==> src/rtl/regfile_wb_arbiter.sv <==
// regfile_wb_arbiter
//   Shares the register file's single write port among NREQ write-back
//   producers using round-robin arbitration. The winning write is registered
//   into a one-stage output that drives the register file. A 32-entry
//   pending-write scoreboard is also kept here so that issue logic can check
//   for RAW hazards.
//
//   Optional feature macro: REGFILE_WB_ARB_STAT_EN
//     defined   : stall_cnt counts the cycles in which a valid requester was
//                 denied. It saturates at all-ones and is cleared by rst only.
//     undefined : stall_cnt is tied to zero.
//
// Ports
//   clk, rst                 clock, synchronous active-high reset
//   req_valid [NREQ]         per-requester write pending
//   req_waddr [5*NREQ]       per-requester destination register (slice i = 5i+4:5i)
//   req_wdata [32*NREQ]      per-requester write data (slice i = 32i+31:32i)
//   req_ready [NREQ]         one-hot combinational grant
//   rf_we/rf_waddr/rf_wdata  registered register file write port
//   alloc_valid, alloc_addr  issue-stage destination allocation (sets busy)
//   flush                    clears the scoreboard, except same-cycle allocations
//   qaddr1/2, qbusy1/2       hazard queries
//   busy_vec                 raw scoreboard bits
//   stall_cnt                denied-cycle statistics counter
module regfile_wb_arbiter #(
    parameter int NREQ    = 3,
    parameter int RR_INIT = 0
) (
    input  logic               clk,
    input  logic               rst,
    input  logic [NREQ-1:0]    req_valid,
    input  logic [5*NREQ-1:0]  req_waddr,
    input  logic [32*NREQ-1:0] req_wdata,
    output logic [NREQ-1:0]    req_ready,
    output logic               rf_we,
    output logic [4:0]         rf_waddr,
    output logic [31:0]        rf_wdata,
    input  logic               alloc_valid,
    input  logic [4:0]         alloc_addr,
    input  logic               flush,
    input  logic [4:0]         qaddr1,
    input  logic [4:0]         qaddr2,
    output logic               qbusy1,
    output logic               qbusy2,
    output logic [31:0]        busy_vec,
    output logic [31:0]        stall_cnt
);

    localparam int            PW      = (NREQ > 1) ? $clog2(NREQ) : 1;
    localparam logic [PW-1:0] RR_RST  = PW'(RR_INIT);
    localparam logic [PW-1:0] RR_LAST = PW'(NREQ - 1);

    logic [4:0]      waddr_arr [NREQ];
    logic [31:0]     wdata_arr [NREQ];

    logic [PW-1:0]   rr_p0;
    logic [NREQ-1:0] grant_p0;
    logic            gnt_vld_p0;
    logic [PW-1:0]   gnt_idx_p0;
    logic [4:0]      gnt_waddr_p0;
    logic [31:0]     gnt_wdata_p0;
    logic [31:0]     busy_nxt;

    for (genvar i = 0; i < NREQ; i++) begin : g_unpack
        assign waddr_arr[i] = req_waddr[5*i +: 5];
        assign wdata_arr[i] = req_wdata[32*i +: 32];
    end

    // ---- stage p0: combinational round-robin arbitration ----
    always_comb begin
        int            pos;
        logic [PW-1:0] idx;
        grant_p0     = '0;
        gnt_vld_p0   = 1'b0;
        gnt_idx_p0   = '0;
        gnt_waddr_p0 = '0;
        gnt_wdata_p0 = '0;
        pos          = 0;
        idx          = '0;
        for (int k = 0; k < NREQ; k++) begin
            // Walk from rr upward, wrapping at NREQ without a modulo operator.
            pos = int'(rr_p0) + k;
            if (pos >= NREQ) begin
                pos = pos - NREQ;
            end
            idx = PW'(pos);
            if (!rst && !gnt_vld_p0 && req_valid[idx]) begin
                gnt_vld_p0    = 1'b1;
                gnt_idx_p0    = idx;
                grant_p0[idx] = 1'b1;
                gnt_waddr_p0  = waddr_arr[idx];
                gnt_wdata_p0  = wdata_arr[idx];
            end
        end
    end

    assign req_ready = grant_p0;

    always_ff @(posedge clk) begin
        if (rst) begin
            rr_p0 <= RR_RST;
        end else if (gnt_vld_p0) begin
            rr_p0 <= (gnt_idx_p0 == RR_LAST) ? '0 : gnt_idx_p0 + 1'b1;
        end
    end

    // ---- stage p1: registered register file write ----
    // A write to r0 is consumed here but never raises rf_we.
    always_ff @(posedge clk) begin
        if (rst) begin
            rf_we    <= 1'b0;
            rf_waddr <= '0;
            rf_wdata <= '0;
        end else if (gnt_vld_p0) begin
            rf_we    <= (gnt_waddr_p0 != 5'd0);
            rf_waddr <= gnt_waddr_p0;
            rf_wdata <= gnt_wdata_p0;
        end else begin
            rf_we    <= 1'b0;
        end
    end

    // Scoreboard: retire clears, flush clears, and a new allocation set is
    // applied last so it wins over both.
    always_comb begin
        busy_nxt = busy_vec;
        if (rf_we) begin
            busy_nxt[rf_waddr] = 1'b0;
        end
        if (flush) begin
            busy_nxt = '0;
        end
        if (alloc_valid) begin
            busy_nxt[alloc_addr] = 1'b1;
        end
        busy_nxt[0] = 1'b0;
    end

    always_ff @(posedge clk) begin
        if (rst) begin
            busy_vec <= '0;
        end else begin
            busy_vec <= busy_nxt;
        end
    end

    // The retiring write counts as not busy: the register file forwards it.
    assign qbusy1 = busy_vec[qaddr1] && !(rf_we && (rf_waddr == qaddr1));
    assign qbusy2 = busy_vec[qaddr2] && !(rf_we && (rf_waddr == qaddr2));

`ifdef REGFILE_WB_ARB_STAT_EN
    always_ff @(posedge clk) begin
        if (rst) begin
            stall_cnt <= '0;
        end else if (((req_valid & ~grant_p0) != '0) && (stall_cnt != 32'hFFFF_FFFF)) begin
            stall_cnt <= stall_cnt + 32'd1;
        end
    end
`else
    assign stall_cnt = 32'h0;
`endif

endmodule

==> config.mk <==
export PLATFORM = sky130hd
export DESIGN_NAME = regfile_wb_arbiter
export DESIGN_NICKNAME = d
export VERILOG_FILES = /design/src/rtl/regfile_wb_arbiter.sv
export SDC_FILE = /design/constraint.sdc
export NUM_CORES = 1
export LEC_CHECK = 0
export CAP_MARGIN = 20
export CORE_MARGIN = 4
export CORE_UTILIZATION = 46
export CTS_BUF_LIST = sky130_fd_sc_hd__clkbuf_16
export CTS_CLUSTER_SIZE = 12
export DETAILED_ROUTE_END_ITERATION = 8
export PLACE_DENSITY = 0.93
export SKIP_LAST_GASP = 1
export SLEW_MARGIN = 20
export SYNTH_ARGS = -nofsm -noshare
export SYNTH_HDL_FRONTEND = slang
export SYNTH_SLANG_ARGS = --single-unit
==> constraint.sdc <==
create_clock -name clk -period 3.9 [get_ports clk]
set_input_delay 0.975 -clock clk [delete_from_list [all_inputs] [get_ports clk]]
set_output_delay 0.975 -clock clk [all_outputs]
set_load 0.02 [all_outputs]
==> key figures <==
GRT
  – Vias in the first global route: 7654
  – Overall fraction of global-route tracks in use: 27.8%
  – First-pass GRT wire length: 37.1 mm
  – Initial antenna violation count: 1
  – GR Overflow Total: 0
  – Met2 Use GR: 48.4%
  – Met1 usage: 31.6%
  – Gr busiest metal: met2
  – Pin count of the biggest net entering global routing: 61
  – Met3 Track Usage GR: 7.07%

Synthesis
  – Async set-reset flop share out of synthesis: 0%
  – Syn Inst Count: 905
  – Register area share after synthesis: 21.8%
  – Post-synth top cells: nand2_1, a21oi_1, o21ai_0
  – Top-count cell post-synth: nand2_1
  – Primary FF master, synth: dfxtp_1
  – Biggest area consumer among synthesized cells: dfxtp_1
  – Number of synthesized flops with an enable pin: 0
  – Top cell type's share of synthesized area: 21.8%
  – Seq cells post-synth: 71
  – Netlist cell types: 49
  – Syn avg cell area: 7.20 sq um
  – Top cells by area, synth: dfxtp_1, mux2i_1, a21oi_1
  – Synth Cell Area: 6520 sq um
  – Synth warn: 0

Layout
  – Fraction of layout cells with a size suffix above 1: 8.49%
  – Core Util, Final: 64.9%
  – Area delta synth->final: 38.3%
  – Fill count: 1136
  – Finished Layout Cells: 1263
  – Layout Nets: 1216
  – Area of the multi-input gates: 4660 sq um
  – N_diodes: 0
  – Seq. cell area: 1420 sq um

Timing
  – Max Clock Freq: 255 MHz
  – Final hold slack: 0.454 ns
  – Clock Skew: 0.00585 ns
  – Final worst slack: -0.0245 ns
  – Final worst-path cycle share: 101%
  – Crit path time final: 3.92 ns
  – Fin Setup TNS: -0.0245 ns
  – Max-slew violation count: 0
  – Unrepaired setup endpoints after global routing: true
  – Final hold vios: 0
  – Worst-Margin Slew: 0.984 ns
  – Endpoints failing setup: 1
  – Relative slew slack: 34.2%

Flow run
  – Max_cap viols: 0

Clock tree
  – H-tree levels: 3
  – CTS tree: yes
  – CTS Buffer Depth: 2
  – CTS Sinks: 71
  – Clock Pin Slew Worst Setup and Hold Paths: 0.06 ns
  – Clock latency on the worst-skew pair: 0.33 ns
  – TritonCTS Buffers: 9
  – Clk root buf: clkbuf_16

Detailed routing
  – Drt wl/cell: 18.8 um
  – TritonRoute pass-1 iters: 6
  – Antenna Nets Post-Route: 0
  – 1st-iter DRT viols: 920
  – Vias post-DR: 7738
  – Drt total wl: 23.8 mm
  – Routed vias/inst: 6.13
  – # DRC: 0

Pwr
  – Leak: 3.38 nW
  – VDD IR max: 424 uV
  – P per Cell Area: 571 nW/um^2
  – Power Total: 0.00514 W

Run status
  – Failing checks: setup timing
  – Status: finished with violations

Floorplan
  – Die area: 16100 sq um
  – # IOs: 240
  – Placeable core area: 13900 sq um
  – Starting Density: 47.0%
  – Die Span X: 127 um
  – Num rows: 43
  – Die Ht: 127 um

Worst hold path
  – HP Class: reg -> reg

Setup path
  – Required time of the critical path: 2.92 ns
  – Crit path DAT: 2.95 ns
  – CP endpoint kind: output pin
  – Kind of critical path: in -> out
  – Startpoint types: primary input
  – Crit path max fanout: 2

Placement
  – Cell total after placement: 1245
  – GP Congestion: 0.978
  – Dpl hpwl: 16.9 mm
  – Port bufs: 206
[metrics by stage]
step,setup slack (ns),area (sq um)
floorplan,0.468,6640
global placement,-0.431,8650
detailed placement,-0.458,8650
CTS,0.0117,9000
global route,-0.0721,9010
finish,-0.0245,9010
[cells in the final DEF (no fill, tap or decap), types with 3 or more instances in the layout]
cell	instances
xor2_1	8
nor2b_1	37
o21ai_0	91
mux2i_1	76
and3b_1	4
nor2_1	50
o21ai_1	7
a21oi_1	137
nand3b_1	6
inv_1	5
buf_4	35
conb_1	33
dfxtp_1	71
clkinv_2	3
mux4_2	18
a222oi_1	22
a221oi_2	4
nand2_1	156
o22ai_1	28
nor3b_1	8
clkbuf_16	9
and3_1	5
nand2b_1	15
nor2b_2	3
nor3_1	6
clkdlybuf4s50_1	197
a2bb2oi_1	3
[cells by family (layout without fill, tap and decap cells)]
group                    count (synthesis)  after routing  share of synthesized area, %
AO/OA/AOI/OAI                          304            304                          26.9
XOR/XNOR                                10             10                          1.34
adder cells (fa/ha/maj)                  4              4                         0.768
buffers and inverters                  117            263                          9.37
flip-flops                              71             71                          21.8
multiplexers                            96             96                          18.2
other                                    1             33                        0.0575
AND/OR/NAND/NOR                        302            302                          21.5
[worst paths after layout]
path                                      to  cells after the start  slack, ns   startpoint
worst min-delay path             rf_wdata[0]                      2       0.45  rf_wdata[0]
worst max-delay path                  qbusy2                      8      -0.02    qaddr2[1]
worst min register to register   rf_wdata[0]                      2       0.45  rf_wdata[0]
worst max register to register  rf_wdata[30]                     10       0.80     rr_p0[0]
[final cells by class]
class	count	area share [%]
multi-input combinational	749	51.7
timing repair buffer	243	26.7
sequential	71	15.8
clock buffer	9	2.50
tap	180	2.50
clock inverter	6	0.680
inverter	5	0.208
[registers in the layout (all words and copies together), names as in the netlist]
name	count
busy_vec	31
rf_wdata	32
rf_waddr	5
rf_we	1
rr_p0	2
[worst max-delay path, cell delays in order]
cell and delay (ns):
clkdlybuf4s50_1 0.51, mux2_2 0.34, nand2_1 0.07, o21ai_0 0.10
mux4_2 0.50, mux2i_1 0.18, a31oi_1 0.07, buf_4 0.19
[report_power, final]
group	internal [W]	switching (W)
registers	0.000873	0.000185
logic	0.00133	0.00195
clock network	0.000490	0.000318
total	0.00269	0.00245
[layer usage]
metal  up-vias  share of wire, %
li1       3537                 -
met1      3582                36
met2       541                50
met3        76                11
met4         2               3.4
met5         -             0.076
[repair_timing]
item | CTS | global route
hold buffers | 0 | 0
resized for setup | 15 | 6
hold endpoints to repair | 0 | 0
endpoints found under the setup margin | 4 | 3
gates cloned | 2 | 0
buffers inserted | 1 | 0
Power figures use the tool's default switching activity.
